**src/rtl/cast_port_arbiter_if.sv**
```systemverilog
// cast_port_arbiter_if
// Request/grant bundle between an output port's arbiter and the router.
//   master : router side, drives req_i, flit_type_i, flit_fire_i and
//            observes grant_o, busy_o, timeout_o, proto_err_o
//   slave  : arbiter side, the reverse
// NREQ sets the request/grant width (one bit per input channel).
interface cast_port_arbiter_if #(
    parameter int NREQ = 5
);
    logic [NREQ-1:0] req_i;
    logic [1:0]      flit_type_i;
    logic            flit_fire_i;
    logic [NREQ-1:0] grant_o;
    logic            busy_o;
    logic            timeout_o;
    logic            proto_err_o;

    modport master (
        output req_i, flit_type_i, flit_fire_i,
        input  grant_o, busy_o, timeout_o, proto_err_o
    );

    modport slave (
        input  req_i, flit_type_i, flit_fire_i,
        output grant_o, busy_o, timeout_o, proto_err_o
    );
endinterface

```
**src/rtl/cast_port_arbiter.sv**
```systemverilog
// cast_port_arbiter
// Packet-level round-robin arbiter for one router output port. The grant is
// locked from head flit to tail flit (wormhole switching). After a release
// the released requester drops to lowest priority.
// Ports:
//   clk        router clock
//   rstn       asynchronous active-low reset
//   bus.slave  req_i (level requests), flit_type_i / flit_fire_i (port
//              output flit type and fire), grant_o (one-hot, registered),
//              busy_o (locked), timeout_o (watchdog release pulse),
//              proto_err_o (sticky: fire seen while idle)
// Build option: CAST_ARB_TIMEOUT_EN enables a watchdog that force-releases a
// lock after TIMEOUT cycles without a fire. Without it timeout_o is 0.
module cast_port_arbiter #(
    parameter int NREQ    = 5,
    parameter int TIMEOUT = 255
) (
    input  logic                clk,
    input  logic                rstn,
    cast_port_arbiter_if.slave  bus
);
    localparam int PW = (NREQ > 1) ? $clog2(NREQ) : 1;

    typedef enum logic {IDLE, LOCKED} state_t;

    state_t          state;
    logic [PW-1:0]   ptr;
    logic [PW-1:0]   owner;
    logic [NREQ-1:0] grant_q;
    logic            busy_q;
    logic            perr_q;

    logic [PW-1:0]   win;
    logic            found;
    logic            tail_fire;
    logic            wd_hit;
    logic [PW-1:0]   ptr_nxt;

    // Round-robin search: first set request at or above ptr, wrapping.
    always_comb begin
        win   = '0;
        found = 1'b0;
        for (int k = 0; k < NREQ; k++) begin
            int j;
            j = int'(ptr) + k;
            if (j >= NREQ) j = j - NREQ;
            if (!found && bus.req_i[j]) begin
                found = 1'b1;
                win   = PW'(j);
            end
        end
    end

    // Tail (10) and single (11) both carry bit 1; either ends the packet.
    assign tail_fire = bus.flit_fire_i & bus.flit_type_i[1];
    assign ptr_nxt   = (owner == PW'(NREQ - 1)) ? '0 : owner + PW'(1);

`ifdef CAST_ARB_TIMEOUT_EN
    localparam int CW = ($clog2(TIMEOUT + 1) > 8) ? $clog2(TIMEOUT + 1) : 8;
    logic [CW-1:0] wd_cnt;
    logic          tmo_q;

    // A tail fire at the limit wins: fire suppresses the watchdog.
    assign wd_hit        = (state == LOCKED) && !bus.flit_fire_i &&
                           (wd_cnt == CW'(TIMEOUT));
    assign bus.timeout_o = tmo_q;

    always_ff @(posedge clk or negedge rstn) begin
        if (!rstn) begin
            wd_cnt <= '0;
            tmo_q  <= 1'b0;
        end else begin
            tmo_q <= wd_hit;
            if (state != LOCKED || bus.flit_fire_i || wd_hit)
                wd_cnt <= '0;
            else
                wd_cnt <= wd_cnt + CW'(1);
        end
    end
`else
    assign wd_hit        = 1'b0;
    // TIMEOUT only matters when the watchdog is built in.
    assign bus.timeout_o = 1'b0 & (TIMEOUT == 0);
`endif

    always_ff @(posedge clk or negedge rstn) begin
        if (!rstn) begin
            state   <= IDLE;
            ptr     <= '0;
            owner   <= '0;
            grant_q <= '0;
            busy_q  <= 1'b0;
            perr_q  <= 1'b0;
        end else begin
            case (state)
                IDLE: begin
                    if (bus.flit_fire_i) perr_q <= 1'b1;
                    if (found) begin
                        state   <= LOCKED;
                        owner   <= win;
                        grant_q <= NREQ'(1) << win;
                        busy_q  <= 1'b1;
                    end
                end
                LOCKED: begin
                    // req_i is ignored while locked; only a tail fire or
                    // the watchdog ends the lock.
                    if (tail_fire || wd_hit) begin
                        state   <= IDLE;
                        grant_q <= '0;
                        busy_q  <= 1'b0;
                        ptr     <= ptr_nxt;
                    end
                end
                default: state <= IDLE;
            endcase
        end
    end

    assign bus.grant_o     = grant_q;
    assign bus.busy_o      = busy_q;
    assign bus.proto_err_o = perr_q;
endmodule

```
**src/flat_wrapper.sv**
```systemverilog
// flat-port wrapper written by rule: the top's interface ports become plain ports
module cast_port_arbiter_flat 
#(
    parameter int NREQ    = 5,
    parameter int TIMEOUT = 255
)
  (clk, rstn, bus_req_i, bus_flit_type_i, bus_flit_fire_i, bus_grant_o, bus_busy_o, bus_timeout_o, bus_proto_err_o);
  cast_port_arbiter_if #(.NREQ(NREQ)) bus_i ();
  input  logic clk;
  input  logic rstn;
  input wire logic [$bits(bus_i.req_i)-1:0] bus_req_i;
  input wire logic [$bits(bus_i.flit_type_i)-1:0] bus_flit_type_i;
  input wire logic [$bits(bus_i.flit_fire_i)-1:0] bus_flit_fire_i;
  output wire logic [$bits(bus_i.grant_o)-1:0] bus_grant_o;
  output wire logic [$bits(bus_i.busy_o)-1:0] bus_busy_o;
  output wire logic [$bits(bus_i.timeout_o)-1:0] bus_timeout_o;
  output wire logic [$bits(bus_i.proto_err_o)-1:0] bus_proto_err_o;
  assign bus_i.req_i = bus_req_i;
  assign bus_i.flit_type_i = bus_flit_type_i;
  assign bus_i.flit_fire_i = bus_flit_fire_i;
  assign bus_grant_o = bus_i.grant_o;
  assign bus_busy_o = bus_i.busy_o;
  assign bus_timeout_o = bus_i.timeout_o;
  assign bus_proto_err_o = bus_i.proto_err_o;
  cast_port_arbiter #(.NREQ(NREQ), .TIMEOUT(TIMEOUT)) u_core (.clk(clk), .rstn(rstn), .bus(bus_i));
endmodule
```
**config.mk**
```make
export PLATFORM = sky130hd
export DESIGN_NAME = cast_port_arbiter_flat
export DESIGN_NICKNAME = d
export VERILOG_FILES = /design/src/rtl/cast_port_arbiter_if.sv /design/src/rtl/cast_port_arbiter.sv /design/src/flat_wrapper.sv
export SDC_FILE = /design/constraint.sdc
export NUM_CORES = 1
export LEC_CHECK = 0
export ABC_AREA = 1
export ABC_CLOCK_PERIOD_IN_PS = 2450
export BUFFER_PORTS_ARGS = -buffer_cell sky130_fd_sc_hd__buf_2
export CAP_MARGIN = 15
export CORE_MARGIN = 10
export CORE_UTILIZATION = 52
export CTS_CLUSTER_SIZE = 20
export DETAILED_ROUTE_END_ITERATION = 8
export PLACE_DENSITY = 0.75
export SLEW_MARGIN = 30
export SYNTH_ARGS = -nofsm -noshare
export SYNTH_HDL_FRONTEND = slang
export SYNTH_SLANG_ARGS = --single-unit
```
**constraint.sdc**
```tcl
create_clock -name clk -period 2.45 [get_ports clk]
set_clock_uncertainty 0.05 [all_clocks]
set_input_delay 0.1225 -clock clk [delete_from_list [all_inputs] [get_ports clk]]
set_output_delay 0.1225 -clock clk [all_outputs]
set_load 0.02 [all_outputs]
```
==> results of run 1 <==
## layout make-up
type                    instances  area share [%]
multi-input cells             188           55.52
repair buffers                 54           17.91
flip-flops and latches         14           16.73
inverters                      32           6.287
well taps                      31           1.839
clock buffers                   4           1.720
## per-layer routing
metal	up-vias	GRT usage (%)	wire length, um
li1	868	-	-
met1	775	16.69	1873
met2	51	28.31	2166
met3	20	2.557	191
met4	0	8.489	201
met5	-	0	0
## timing repair
action                     in CTS  in global routing
hold endpoints to repair       14                  0
setup buffers                   4                  2
resized for setup              23                 18
setup endpoints to repair       9                 10
hold buffers                    1                  0
cloned                          0                  0
pin swaps                       8                  5
## cell families after synthesis
family | Yosys count | share of synthesized area [%]
flip-flops | 14 | 23.51
XOR/XNOR | 5 | 3.947
adder cells (fa/ha/maj) | 11 | 9.740
AND/OR/NAND/NOR | 144 | 41.56
buffers and inverters | 35 | 9.655
other | 1 | 0.2516
AO/OA/AOI/OAI | 27 | 11.34
## stage by stage
stage                     instances  hold WS, ps  worst slack [ps]  setup TNS [ps]
after floorplan                 237       -223.1            -39.28          -128.9
after global placement          312       -22.92            -108.8          -639.3
after detailed placement        312       -15.96            -200.0           -1376
after CTS                       321       0.6538            -64.24          -333.5
after global routing            323        4.219            -354.1           -2957
final                           323        2.432            -153.6           -1232
## state kept, by name (all words and copies together) (netlist names)
name	flops
u_core.bus.grant_o	5
u_core.owner	3
u_core.ptr	3
u_core.bus.busy_o	1
u_core.bus.proto_err_o	1
u_core.state	1
## cell usage in the layout, fill, tap and decap left out, drive strengths merged
| cell | n |
|---|---|
| nand2 | 85 |
| buf | 53 |
| nand3 | 33 |
| inv | 32 |
| nor2 | 20 |
| o21ai | 15 |
| dfrtp | 14 |
| ha | 10 |
| nand4 | 5 |
| a21oi | 5 |
| clkbuf | 4 |
| xor2 | 3 |
| o22ai | 3 |
| xnor2 | 2 |
| a22oi | 1 |
| o211ai | 1 |
| a31oi | 1 |
| nand3b | 1 |
| a21o | 1 |
| fa | 1 |
| conb | 1 |
| dlygate4sd3 | 1 |
## worst max-delay path: cells and delay by family, from the launching register on
family	cells	cell delay, ps
adder cells (fa/ha/maj)	2	490
AND/OR/NAND/NOR	12	1080
AO/OA/AOI/OAI	1	190
buffers and inverters	3	230
flip-flops	1	460
## final timing paths
check                      cells after the start                            endpoint                          startpoint
min reg2reg                                    1  u_core.bus.proto_err_o$_DFFE_PN0P_  u_core.bus.proto_err_o$_DFFE_PN0P_
min in group asynchronous                      2   u_core.bus.grant_o[2]$_DFFE_PN0P_                                rstn
min                                            2  u_core.bus.proto_err_o$_DFFE_PN0P_                     bus_flit_fire_i
max                                           18   u_core.bus.grant_o[0]$_DFFE_PN0P_           u_core.ptr[0]$_DFFE_PN0P_
max in group asynchronous                      2           u_core.ptr[0]$_DFFE_PN0P_                                rstn
max reg2reg                                   18   u_core.bus.grant_o[0]$_DFFE_PN0P_           u_core.ptr[0]$_DFFE_PN0P_
==> results_dict.tcl, run 1 <==
set metrics [dict create \
    status "finished, violations left" \
    failed_checks "negative setup slack" \
    vias 1714 \
    drv_slew 0 \
    fin_area_sq_um 2110 \
    fin_crit_sh_pct 106.3 \
    setup_viol 10 \
    final-seq-area_sq_um 352.8 \
    fin_crit_ps 2604 \
    overflow 0 \
    max_stage_delay_ps 460 \
    antenna_cells 0 \
    grt_pass1_vias 1710 \
    initial_utilization_pct 54.04 \
    synth_area_sq_um 1490 \
    synth_top_area_share_pct 23.51 \
    path_common_cell "nand2_1" \
    clock-sinks 14 \
    insertion_delay_ps 290 \
    port_buffers 15 \
    drtPass1Iterations 5 \
    post_dp_cell_area_sq_um 1866 \
    synth_fp_nets 258 \
    final_layout_size_suffix_gt1_share_pct 37.33 \
    clock_path_buffers 2 \
    synth-edff-count 0 \
    ios 18 \
    worstSetupEndpointType "flip-flop" \
    cts.clk_slew.worst_paths_ps 90 \
    nets 314 \
    drc 0 \
    dp_hpwl_um 3223 \
    cp_cell_sequence "inv_8 -> ha_4 -> inv_2 -> fa_2 -> inv_4 -> nand2_8 -> nand2_4 -> nand3_1 -> nand3_1 -> nand2_1 -> a21oi_2 -> nand3_2 -> nor2_2 -> nand2_1 -> nand2_1 -> nor2_1 -> nand3_1 -> nand2_1" \
    row_count 19 \
    max_freq_ghz 0.3841 \
    cp.required_ps 2590 \
    viasPerCell 5.307 \
    worstSetupPathType "flip-flop to flip-flop" \
    rsz0062_at_grt "true" \
    yosysSeqAreaShare_pct 23.51 \
    die_h_um 73.53 \
    cpMaxStageDelayCell "dfrtp_2" \
    synth.most_common_cell "nand2_1" \
    critPathMaxFanout 7 \
    crit_arrival_ps 2750 \
    ys.warnings.count 0 \
    wl_um 4433 \
    grt_pass1_wl_um 6948 \
    synthFlopType "dfrtp_1" \
    chipWidth_um 73.53 \
    root_buffer "clkbuf_4" \
    cts_max_level 1 \
    reg2reg_slack_ps -150 \
    ys_ff_latch 14 \
    syn_to_final_growth_pct 41.56 \
    gp_congestion 0.8112 \
    ys_top_cells_by_area "dfrtp_1, nand2_1, nand3_1" \
    final_util_pct 76.50 \
    ant_nets 0 \
    maxCapViolations 0 \
    drt-initial-drc-count 113 \
    ys_top_cells_by_count "nand2_1, nand3_1, inv_1, nor2_1, dfrtp_1" \
    cts_buffers 3 \
    cts_tree "yes" \
    multiInputGateArea_sq_um 1171 \
    async_reset_ff_share_pct 100.0 \
    syn_avg_cell_area_sq_um 6.288 \
    cp-start-kind "flip-flop" \
    layout_setup_ws_ps -153.6 \
    yosysUniqueCellTypes 32 \
    grt_util_all_layers_pct 15.64 \
    nFillCells 221 \
    coreArea_sq_um 2758 \
    hold_class "input port to flip-flop" \
    die_area_sq_um 5407 \
    synth_cells 237 \
    finalHoldViolCount 0 \
    yosysTopAreaCell "dfrtp_1" \
    antenna_found_initial 0 \
    wl_per_cell_um 13.72 \
    grt_max_degree 15 \
]
Power of run 1 is left out: the tool's default activity adds up to more than one toggle a clock period on the data nets, which glitch-free logic cannot reach.
==> run 2: changes to the inputs <==
Settings changed: ABC_AREA 1 to default, CORE_UTILIZATION 52 to 54, PLACE_DENSITY 0.75 to 0.77.
==> results_dict.tcl, run 2 <==
set metrics [dict create \
    r2r_start "u_core.ptr[0]$_DFFE_PN0P_" \
    cts_max_level 1 \
    crit_arrival_ps 3260 \
    synth_fp_nets 219 \
    vias 1974 \
    clock_path_buffers 2 \
    coreArea_sq_um 3078 \
    chipWidth_um 76.94 \
    layout_setup_ws_ps -689.4 \
    synth.most_common_cell "dfrtp_1" \
    cts_buffers 3 \
    ff2ff_path_depth 12 \
    ys_top_cells_by_area "dfrtp_1, ha_1, mux2i_1" \
    die_area_sq_um 5919 \
    wl_per_cell_um 18.97 \
    instances_no_fill 311 \
    dp.cells 302 \
    drt-initial-drc-count 275 \
    viasPerCell 6.347 \
    worstSetupEndpointType "flip-flop" \
    antenna_found_initial 0 \
    synth_area_sq_um 1750 \
    ys_top_cells_by_count "dfrtp_1, nor2_1, inv_1" \
    row_count 20 \
    syn_avg_cell_area_sq_um 8.841 \
    synthFlopType "dfrtp_1" \
    insertion_delay_ps 280 \
    setup_viol 10 \
    rsz0062_at_grt "true" \
    final_cell_mix "buf_4, buf_2, dfrtp_1" \
    wl_um 5901 \
    yosysTopAreaCell "dfrtp_1" \
    critPathMaxFanout 5 \
    ios 18 \
    synth_cells 198 \
    grt_util_all_layers_pct 17.91 \
    yosysUniqueCellTypes 67 \
    synth-adder-area-share_pct 8.292 \
    max_freq_ghz 0.3185 \
    synth-edff-count 0 \
    dp_hpwl_um 4337 \
    antenna_cells 0 \
    muxShareOfSynthArea_pct 11.22 \
    synth-xor-area-share_pct 2.502 \
    nets 289 \
    cp-start-kind "flip-flop" \
    synth_top_area_share_pct 20.01 \
    reg2reg_slack_ps -690 \
    status "finished, violations left" \
    fin_crit_ps 3139 \
    synthSimpleGateAreaFrac_pct 22.94 \
    ys.warnings.count 0 \
    grt_pass1_wl_um 8976 \
    cts.clk_slew.worst_paths_ps 90 \
    hold_class "input port to flip-flop" \
    syn_to_final_growth_pct 45.82 \
    failed_checks "negative setup slack" \
    root_buffer "clkbuf_4" \
    drc 0 \
    worstSetupPathType "flip-flop to flip-flop" \
    port_buffers 15 \
    crit_end "u_core.owner[1]$_DFFE_PN0P_" \
    gp_congestion 0.9265 \
    cts_tree "yes" \
    grt_max_degree 20 \
    post_dp_cell_area_sq_um 2320 \
    worstReg2RegEnd "u_core.owner[1]$_DFFE_PN0P_" \
    largest_reg_flops 5 \
    drv_slew 0 \
    maxCapViolations 0 \
    yosysSeqAreaShare_pct 20.01 \
    drtPass1Iterations 7 \
    overflow 0 \
    clock-sinks 14 \
    ys_ff_latch 14 \
    cp.required_ps 2570 \
    mostFrequentLayoutCell "buf_4" \
    ant_nets 0 \
    fin_area_sq_um 2552 \
    async_reset_ff_share_pct 100.0 \
    nFillCells 176 \
    finalHoldViolCount 0 \
    crit_path_start "u_core.ptr[0]$_DFFE_PN0P_" \
    synth_compound_area_share_pct 28.88 \
    die_h_um 76.94 \
    synth_top_family_by_area "compound AO/OA/AOI/OAI gates" \
    final_layout_size_suffix_gt1_share_pct 49.81 \
    fin_crit_sh_pct 128.1 \
    grt_pass1_vias 1988 \
    initial_utilization_pct 56.87 \
]
-- run 2: cell types whose count changed after synthesis, moves of 5 or more --
cell / previous run / this run
nand2_1: 84 / 10
nand3_1: 32 / 10
inv_1: 29 / 12
mux2i_1: 0 / 8
nor2_1: 19 / 13
nor2b_1: 0 / 6
a21o_1: 1 / 6
mux2_2: 0 / 5
-- run 2: cell type report --
class                   instances  area, sq um  area share, %
repair buffers                 73        540.5          21.18
clock buffers                   4        36.28          1.422
well taps                      44        55.05          2.157
multi-input cells             163         1518          59.46
flip-flops and latches         14        350.3          13.73
inverters                      13        52.55          2.059
-- run 2: logic make-up after synthesis --
kind of cell / Yosys count
AO/OA/AOI/OAI: 61
XOR/XNOR: 5
adder cells (fa/ha/maj): 11
buffers and inverters: 21
flip-flops: 14
multiplexers: 16
other: 1
AND/OR/NAND/NOR: 69
-- run 2: per-layer routing --
layer  vias to the layer above  global-route usage, %  share of wire [%]
met5                         -                      0                  0
met1                       917                  19.14                 38
met4                         0                  10.97                5.1
met3                        42                  2.797                7.4
li1                        890                      -                  -
met2                       125                  32.12                 50
-- run 2: critical path, cell delays in order (launching register included) --
cell      delay, ps
dfrtp_1         450
inv_2           150
ha_4            140
inv_2            30
fa_2            420
a21oi_4         190
buf_6           150
mux2i_4          80
o211a_4         260
o32ai_2         260
a311oi_1        140
o31a_4          410
mux2_4          270
-- run 2: metrics by stage --
step                      TNS [ps]  setup slack, ps  utilization (%)  hold WS, ps
final                        -5978           -689.4            82.93        8.657
after detailed placement     -6097           -716.9            75.37       -24.24
after floorplan              -4891           -649.2                -       -223.1
after CTS                    -5368           -608.3            80.69        10.60
after global placement       -5042           -595.0            75.37       -29.90
after global routing         -6874           -769.1            82.93        31.82
-- run 2: how the worst min path moves through the flow --
stage | end | slack, ps | start | cells after the start
final | u_core.bus.proto_err_o$_DFFE_PN0P_ | 9 | bus_flit_fire_i | 2
after detailed placement | u_core.state$_DFF_PN0_ | -20 | rstn | 1
after CTS | u_core.bus.proto_err_o$_DFFE_PN0P_ | 10 | bus_flit_fire_i | 2
after global routing | u_core.bus.proto_err_o$_DFFE_PN0P_ | 30 | bus_flit_fire_i | 2
after global placement | u_core.state$_DFF_PN0_ | -30 | rstn | 1
after floorplan | u_core.bus.busy_o$_DFFE_PN0P_ | -220 | rstn | 0
-- run 2: timing repair --
| item | CTS | global route |
|---|---|---|
| hold buffers | 1 | 0 |
| setup endpoints to repair | 10 | 10 |
| buffers inserted | 3 | 1 |
| pin swaps | 14 | 6 |
| gates resized for setup | 23 | 10 |
| hold endpoints to repair | 14 | 0 |
Power of run 2 is left out for the same reason.
